**src/rtl/muldiv_ctrl_pkg.sv**
```systemverilog
// Shared definitions for the iterative RV32M multiply/divide sequencer:
// word width, funct3 op encodings and per-op decode helpers.
package muldiv_ctrl_pkg;

    localparam int unsigned WORD_LEN = 32;

    typedef enum logic [2:0] {
        MD_OP_MUL    = 3'd0,
        MD_OP_MULH   = 3'd1,
        MD_OP_MULHSU = 3'd2,
        MD_OP_MULHU  = 3'd3,
        MD_OP_DIV    = 3'd4,
        MD_OP_DIVU   = 3'd5,
        MD_OP_REM    = 3'd6,
        MD_OP_REMU   = 3'd7
    } mdOp_e;

    function automatic logic opIsDiv(input mdOp_e o);
        return o inside {MD_OP_DIV, MD_OP_DIVU, MD_OP_REM, MD_OP_REMU};
    endfunction

    function automatic logic opIsRem(input mdOp_e o);
        return o inside {MD_OP_REM, MD_OP_REMU};
    endfunction

    // rs1 is treated as signed by MULHSU as well; rs2 only by the fully signed ops
    function automatic logic opSignedA(input mdOp_e o);
        return o inside {MD_OP_MUL, MD_OP_MULH, MD_OP_MULHSU, MD_OP_DIV, MD_OP_REM};
    endfunction

    function automatic logic opSignedB(input mdOp_e o);
        return o inside {MD_OP_MUL, MD_OP_MULH, MD_OP_DIV, MD_OP_REM};
    endfunction

endpackage

```
**src/rtl/muldiv_ctrl_md_neg.sv**
```systemverilog
// Conditional two's-complement negation: y_c = neg ? -x : x.
module md_neg #(
    parameter int unsigned WIDTH = 32
) (
    input  logic             neg,
    input  logic [WIDTH-1:0] x,
    output logic [WIDTH-1:0] y_c
);

    assign y_c = neg ? WIDTH'(~x + WIDTH'(1)) : x;

endmodule

```
**src/rtl/muldiv_ctrl.sv**
```systemverilog
// Iterative RV32M multiply/divide sequencer: shift-add multiply or restoring
// divide over WIDTH cycles, stalling the pipeline until the result is ready.
module muldiv_ctrl
    import muldiv_ctrl_pkg::*;
#(
    parameter int unsigned WIDTH = WORD_LEN
) (
    input  logic             clk,
    input  logic             rst,
    input  logic             start,
    input  logic [2:0]       op,
    input  logic [WIDTH-1:0] a,
    input  logic [WIDTH-1:0] b,
    input  logic             flush,
    output logic             busy,
    output logic             stall,
    output logic             done,
    output logic [WIDTH-1:0] result
);

    localparam int unsigned CNT_W = $clog2(WIDTH) + 1;

    typedef enum logic [2:0] {IDLE, PREP, CALC, FIX, DONE} state_e;

    state_e             state, nextState;
    logic [CNT_W-1:0]   counter;
    mdOp_e              opReg;
    logic [WIDTH-1:0]   aReg, bReg, opnd;
    logic [2*WIDTH-1:0] acc;
    logic               signA, signB, divZero;

    logic               accept;
    logic               isDiv, isRem;
    logic               sgnA, sgnB;
    logic [WIDTH-1:0]   absA, absB;
    logic [WIDTH:0]     mulSum, divShift;
    logic [WIDTH-1:0]   divDiff;
    logic               divGe;
    logic [2*WIDTH-1:0] mulStep, divStep;
    logic [2*WIDTH-1:0] fixIn, fixOut;
    logic               fixNeg;
    logic [WIDTH-1:0]   fixVal;

    assign accept = (state == IDLE) && start && !flush;
    assign stall  = busy || accept;

    assign isDiv = opIsDiv(opReg);
    assign isRem = opIsRem(opReg);
    assign sgnA  = opSignedA(opReg) && aReg[WIDTH-1];
    assign sgnB  = opSignedB(opReg) && bReg[WIDTH-1];

    md_neg #(.WIDTH(WIDTH)) uAbsA (.neg(sgnA), .x(aReg), .y_c(absA));
    md_neg #(.WIDTH(WIDTH)) uAbsB (.neg(sgnB), .x(bReg), .y_c(absB));

    // Multiply: acc = {partial product, remaining multiplier}, shift right each cycle
    assign mulSum  = {1'b0, acc[2*WIDTH-1:WIDTH]} + {1'b0, (acc[0] ? opnd : WIDTH'(0))};
    assign mulStep = {mulSum, acc[WIDTH-1:1]};

    // Divide: acc = {remainder, quotient}, shift left and trial subtract
    assign divShift = acc[2*WIDTH-1:WIDTH-1];
    assign divGe    = divShift >= {1'b0, opnd};
    assign divDiff  = divShift[WIDTH-1:0] - opnd;
    assign divStep  = divGe ? {divDiff, acc[WIDTH-2:0], 1'b1}
                            : {divShift[WIDTH-1:0], acc[WIDTH-2:0], 1'b0};

    // Sign correction; remainder follows the dividend sign only
    assign fixIn  = isRem ? {WIDTH'(0), acc[2*WIDTH-1:WIDTH]}
                  : isDiv ? {WIDTH'(0), acc[WIDTH-1:0]} : acc;
    assign fixNeg = isRem ? signA : (signA ^ signB);

    md_neg #(.WIDTH(2*WIDTH)) uFix (.neg(fixNeg), .x(fixIn), .y_c(fixOut));

    always_comb begin
        fixVal = fixOut[2*WIDTH-1:WIDTH];
        if (isDiv && divZero)
            fixVal = isRem ? aReg : '1;
        else if (isDiv || opReg == MD_OP_MUL)
            fixVal = fixOut[WIDTH-1:0];
    end

    always_comb begin
        nextState = state;
        if (flush) begin
            nextState = IDLE;
        end else begin
            unique case (state)
                IDLE:    if (start) nextState = PREP;
                PREP:    nextState = CALC;
                CALC:    if (counter == CNT_W'(WIDTH - 1)) nextState = FIX;
                FIX:     nextState = DONE;
                DONE:    nextState = IDLE;
                default: nextState = IDLE;
            endcase
        end
    end

    always_ff @(posedge clk or posedge rst) begin
        if (rst) begin
            state   <= IDLE;
            counter <= '0;
            busy    <= 1'b0;
            done    <= 1'b0;
        end else begin
            state <= nextState;
            busy  <= nextState inside {PREP, CALC, FIX};
            done  <= nextState == DONE;
            if (state == PREP)
                counter <= '0;
            else if (state == CALC && counter != CNT_W'(WIDTH))
                counter <= counter + CNT_W'(1);
        end
    end

    always_ff @(posedge clk or posedge rst) begin
        if (rst) begin
            opReg   <= MD_OP_MUL;
            aReg    <= '0;
            bReg    <= '0;
            opnd    <= '0;
            acc     <= '0;
            signA   <= 1'b0;
            signB   <= 1'b0;
            divZero <= 1'b0;
            result  <= '0;
        end else begin
            if (accept) begin
                opReg <= mdOp_e'(op);
                aReg  <= a;
                bReg  <= b;
            end
            if (state == PREP) begin
                signA   <= sgnA;
                signB   <= sgnB;
                divZero <= bReg == '0;
                acc     <= {WIDTH'(0), (isDiv ? absA : absB)};
                opnd    <= isDiv ? absB : absA;
            end else if (state == CALC) begin
                acc <= isDiv ? divStep : mulStep;
            end
            if (state == FIX && !flush)
                result <= fixVal;
        end
    end

endmodule

```
**config.mk**
```make
export PLATFORM = sky130hd
export DESIGN_NAME = muldiv_ctrl
export DESIGN_NICKNAME = d
export VERILOG_FILES = /design/src/rtl/muldiv_ctrl_pkg.sv /design/src/rtl/muldiv_ctrl_md_neg.sv /design/src/rtl/muldiv_ctrl.sv
export SDC_FILE = /design/constraint.sdc
export NUM_CORES = 1
export LEC_CHECK = 0
export ABC_AREA = 1
export CORE_UTILIZATION = 55
export CTS_CLUSTER_DIAMETER = 200
export CTS_CLUSTER_SIZE = 12
export DETAILED_ROUTE_END_ITERATION = 7
export PLACE_DENSITY_LB_ADDON = 0.15
export SYNTH_ARGS = -nofsm -noshare
export SYNTH_HDL_FRONTEND = slang
export SYNTH_SLANG_ARGS = --single-unit
```
**constraint.sdc**
```tcl
create_clock -name clk -period 18 [get_ports clk]
set_clock_uncertainty 0.1 [all_clocks]
set_input_delay 5.4 -clock clk [delete_from_list [all_inputs] [get_ports clk]]
set_output_delay 5.4 -clock clk [all_outputs]
set_load 0.03 [all_outputs]
```
==> flow_metrics.tcl, run 1 <==
set metrics [dict create \
    drt-vias-per-instance 6.11 \
    drive_above_1_share_pct 3.26 \
    hold_violations 0 \
    design.die.area_um2 36400 \
    cts-hold-fix-buffers 0 \
    synth-edff-count 0 \
    worst_setup_path_end_kind "output pin" \
    syn_nets 3401 \
    max_freq_ghz 0.0769 \
    synth_flop_cell "dfrtp_1" \
    place_congestion 1.06 \
    hold_class "reg2reg" \
    fp.dieH_um 191 \
    cp.required_ps 12500 \
    rsz0062_at_grt "false" \
    drv_cap 0 \
    gr-usage-all-layers_pct 43.9 \
    finalHoldWorstSlack_ps 379 \
    core_area_um2 34800 \
    initial_core_util_pct 56.3 \
    finalSetupViolCount 0 \
    post-route-period-util_pct 72.2 \
    worst_pin_slew_ps 1040 \
    rows 68 \
    netlist_area_um2 19600 \
    synth_seq_cells 209 \
    clock_latency_ps 540 \
    path_class "in2out" \
    synthCells 3259 \
    finalMaxSlewViolations 0 \
    clk_path_buf_depth 3 \
    startpoint_type "input pin" \
    worstPathMaxFanout 45 \
    cts_max_level 1 \
    drc 0 \
    die_w_um 191 \
    power_density_nw_per_um2 189 \
    cp_slowest_stage_delay_ps 610 \
    cts_made_buffers 21 \
    numPortBuffers 105 \
    hpwl_mm 62.0 \
    crit_slowest_cell "clkdlybuf4s50_1" \
    finalSetupTns_ps 0 \
    final-instance-count-excl-fill 3739 \
    root_buffer "clkbuf_16" \
    cts-resized-gates 0 \
    cts_tree "done" \
    grt_overflow_total 0 \
    drt-total-wl_mm 80.4 \
    dr.pass1.iters 8 \
    num-nets-final 3425 \
    wire_per_inst_um 21.5 \
    place_inst 3715 \
    grt_max_degree 132 \
    antenna_cells 0 \
    postCtsSetupRepairBufs 0 \
    via_count 22800 \
    cts.sink_count 209 \
    num_io_pins 106 \
    ys_seq_area_share_pct 26.7 \
    hold_depth 2 \
    finalCriticalPeriod_ps 13000 \
    syn_area_per_cell_um2 6.02 \
    yosys.cell_types.count 54 \
    r2r_cells 13 \
    status "completed" \
    leakagePower_nw 10.9 \
    critPathArrivalTime_ps 7500 \
    postSynth.asyncResetShare_pct 100 \
    final_util_pct 61.5 \
    antenna_found_initial 3 \
    cp_cell_sequence "clkdlybuf4s50_1 > a32o_1 > nand2_1 > clkinv_1 > nand2_4 > nand2_1 > clkdlybuf4s50_1" \
    ys_warn_count 0 \
    ant_nets 0 \
    grt_pass1_wl_mm 121 \
    fin_area_um2 21400 \
    place_area_um2 20900 \
    drt_iter0_markers 3303 \
    path_clk_slew_ps 60 \
    maxSlewHeadroom_pct 30.5 \
    max-vdd-ir-drop_v 0.0000923 \
    syn2layout_area_growth_pct 9.20 \
    grt_pass1_vias 20600 \
]
## layer usage
metal	GRT usage (%)	up-vias	wire [µm]
met5	0	-	16
met3	9.83	249	10500
li1	-	10600	-
met2	64.8	1543	33500
met1	59.8	10400	31700
met4	22.3	2	4690
## cells in the final DEF (no fill, tap or decap), drive strengths merged, types with 2 or more instances in the layout
cell type / count
clkdlybuf4s50: 105
nor3: 29
and3: 3
fa: 2
xor2: 60
ha: 69
or2: 3
nand4: 57
o21a: 6
dfrtp: 209
o31ai: 3
a21oi: 209
inv: 407
o21ai: 191
nand3b: 17
o21bai: 19
xnor2: 9
clkbuf: 22
a21boi: 5
a22oi: 16
nor2: 426
a211oi: 2
nor4: 7
o211ai: 49
nand2: 971
a31oi: 28
a21o: 5
nand3: 309
o22ai: 12
buf: 22
## cells by family (layout without fill, tap and decap cells)
logic type      count (synthesis)  count (layout)  share of synthesized area (%)
buf+inv                       532             557                           10.6
fa+ha+maj                      71              71                           4.61
flops                         209             209                           26.7
compound gates                552             552                           16.0
mux                             1               1                         0.0511
simple gates                 1825            1825                           38.9
xor+xnor                       69              69                           3.12
## final cells by class
type / count / area, µm²
clock buffers: 22 / 529
clock inverters: 2 / 17.5
fillers: 3413 / 13400
inverters: 406 / 1530
multi-input cells: 2518 / 12300
flip-flops and latches: 209 / 5230
well taps: 455 / 569
repair buffers: 127 / 1220
## state kept, by name, summed over array words and instances, names as in the netlist, 3 cells and up
name	count
opReg	3
counter	6
result	32
state	3
aReg	32
acc	64
bReg	32
opnd	32
## through the flow
stage                     setup slack [ps]  total power [mW]
final                                 5000              4.04
after global routing                  4870              4.29
after CTS                             4990              3.91
after detailed placement              5000              3.50
after global placement                5030              3.46
after floorplan                       5840              2.61
## path summary, 6_finish.rpt
| path | startpoint | to | slack, ps |
|---|---|---|---|
| hold reg to reg | result[17]$_DFFE_PP0P_ | result[17]$_DFFE_PP0P_ | 380 |
| hold / removal | result[17]$_DFFE_PP0P_ | result[17]$_DFFE_PP0P_ | 380 |
| setup reg to reg | opReg[2]$_DFFE_PP0P_ | result[10]$_DFFE_PP0P_ | 13660 |
| max in group asynchronous | rst | result[10]$_DFFE_PP0P_ | 10830 |
| setup / recovery | start | stall | 5000 |
| min in group asynchronous | rst | bReg[22]$_DFFE_PP0P_ | 5320 |
## synth_stat cells, types with 49 or more instances
cell type	instances	area, µm²
a21oi_1	208	1040
clkbuf_1	72	270
dfrtp_1	209	5230
ha_1	69	863
inv_1	393	1480
nand2_1	956	3590
nand3_1	307	1540
nand4_1	57	357
nor2_1	410	1540
o211ai_1	49	368
o21ai_0	163	816
xor2_1	59	517
## critical path: cells and delay by family
| kind | cells | cell delay (ps) |
|---|---|---|
| AOI/OAI and AO/OA | 1 | 250 |
| buffers and inverters | 3 | 1240 |
| and+or+nand+nor | 3 | 600 |
## power by group
| part | internal (mW) | switching, mW |
|---|---|---|
| Sequential | 0.640 | 0.287 |
| Combinational | 0.815 | 1.90 |
| Clock | 0.208 | 0.192 |
| Total | 1.66 | 2.38 |
No activity file was read; power rests on OpenSTA's default activity.
==> run 2, diff against run 1 <==
==> constraint.sdc (replaced) <==
create_clock -name clk -period 11.6 [get_ports clk]
set_clock_uncertainty 0.1 [all_clocks]
set_input_delay 3.48 -clock clk [delete_from_list [all_inputs] [get_ports clk]]
set_output_delay 3.48 -clock clk [all_outputs]
set_load 0.03 [all_outputs]
==> run 2 against run 1 <==
Critical path depth is the same. Final cell count is the same. Wire length grew 0.43%. Cell area is essentially flat. First-iteration DRC count shrank 2.3%. Die area is the same. Power grew 55%. Sequential share of layout area is essentially flat. Register-to-register slack lost 6200 ps.
==> flow_metrics.tcl, run 2 (synthesized netlist as in run 1, its figures left out) <==
set metrics [dict create \
    status "completed" \
    cts-hold-fix-buffers 0 \
    via_count 22900 \
    final_util_pct 61.5 \
    cts.sink_count 209 \
    ant_nets 0 \
    antenna_found_initial 1 \
    cp.required_ps 8020 \
    postCtsSetupRepairBufs 0 \
    path_class "in2out" \
    finalSetupTns_ps 0 \
    largest_register_ffs 64 \
    r2r_cells 13 \
    finalHoldWorstSlack_ps 377 \
    place_inst 3716 \
    drt_iter0_markers 3228 \
    rsz0062_at_grt "false" \
    finalCriticalPeriod_ps 8800 \
    cp_num_cells 7 \
    grt_overflow_total 0 \
    initial_core_util_pct 56.3 \
    max-vdd-ir-drop_v 0.000134 \
    leakagePower_nw 10.9 \
    top_register "acc" \
    design.die.area_um2 36400 \
    cts_tree "done" \
    final-instance-count-excl-fill 3739 \
    drive_above_1_share_pct 3.26 \
    root_buffer "clkbuf_16" \
    finalMaxSlewViolations 0 \
    cts-resized-gates 0 \
    dr.pass1.iters 6 \
    grt_max_degree 128 \
    post-route-period-util_pct 75.8 \
    clock_latency_ps 530 \
    num-nets-final 3426 \
    grt_pass1_wl_mm 122 \
    hold_depth 2 \
    antenna_cells 0 \
    path_buf_inv 3 \
    worst_setup_path_end_kind "output pin" \
    fp.dieH_um 191 \
    drv_cap 0 \
    cp_slowest_stage_delay_ps 590 \
    wire_per_inst_um 21.6 \
    num_io_pins 106 \
    hold_violations 0 \
    cts_made_buffers 21 \
    final_common_cell "nand2_1" \
    cp_cell_sequence "clkdlybuf4s50_1 > a32o_1 > nand2_1 > clkinv_1 > nand2_4 > nand2_1 > clkdlybuf4s50_1" \
    drt-total-wl_mm 80.8 \
    drt-vias-per-instance 6.13 \
    layout_setup_ws_ps 2800 \
    critPathArrivalTime_ps 5220 \
    place_ws_ps 2820 \
    place_area_um2 20900 \
    hold_class "reg2reg" \
    gr-usage-all-layers_pct 44.2 \
    worstPathMaxFanout 9 \
    clk_path_buf_depth 3 \
    fin_total_pwr_mw 6.27 \
    core_area_um2 34800 \
    crit_slowest_cell "clkdlybuf4s50_1" \
    hpwl_mm 62.7 \
    syn2layout_area_growth_pct 9.20 \
    grt_pass1_vias 21000 \
    path_clk_slew_ps 60 \
    startpoint_type "input pin" \
    maxSlewHeadroom_pct 23.9 \
    layout_common_cells "nand2_1 (955), nor2_1 (410), inv_1 (392)" \
    numPortBuffers 105 \
    drc 0 \
    rows 68 \
    fin_area_um2 21400 \
    cts_max_level 1 \
    power_density_nw_per_um2 293 \
    place_congestion 1.08 \
    die_w_um 191 \
    max_freq_ghz 0.114 \
    finalSetupViolCount 0 \
    worst_pin_slew_ps 1140 \
    crit_family "buffers and inverters" \
]
run 2: area by class of cell:
class / instances / area [µm²]
Multi-Input combinational cell: 2518 / 12300
Clock inverter: 1 / 8.76
Fill cell: 3429 / 13400
Clock buffer: 22 / 529
Timing Repair Buffer: 128 / 1220
Sequential cell: 209 / 5230
Inverter: 406 / 1530
Tap cell: 455 / 569
run 2: power by group:
part | internal [mW] | switching, mW
Sequential | 0.993 | 0.443
Combinational | 1.26 | 2.97
Clock | 0.321 | 0.287
Total | 2.58 | 3.70
run 2: path summary, 6_finish.rpt:
check                                       start                      to  slack, ps
max in group asynchronous                     rst     aReg[6]$_DFFE_PP0P_       6380
setup reg to reg             opReg[2]$_DFFE_PP0P_  result[10]$_DFFE_PP0P_       7440
hold reg to reg            result[15]$_DFFE_PP0P_  result[15]$_DFFE_PP0P_        380
setup / recovery                            start                   stall       2800
min in group asynchronous                     rst    bReg[30]$_DFFE_PP0P_       3420
hold / removal             result[15]$_DFFE_PP0P_  result[15]$_DFFE_PP0P_        380
run 2: layer usage:
layer | routed length [µm] | GRT usage, % | up-vias
met5 | 11 | 0 | -
met4 | 5300 | 25.5 | 2
met3 | 10600 | 9.90 | 268
met2 | 34000 | 65.9 | 1611
met1 | 30900 | 58.7 | 10400
li1 | - | - | 10600
run 2: tightest hold or removal path, cell delays in order (launching register included):
cell and delay (ps):
dfrtp_1 340, nand2_1 60, nand2_1 50
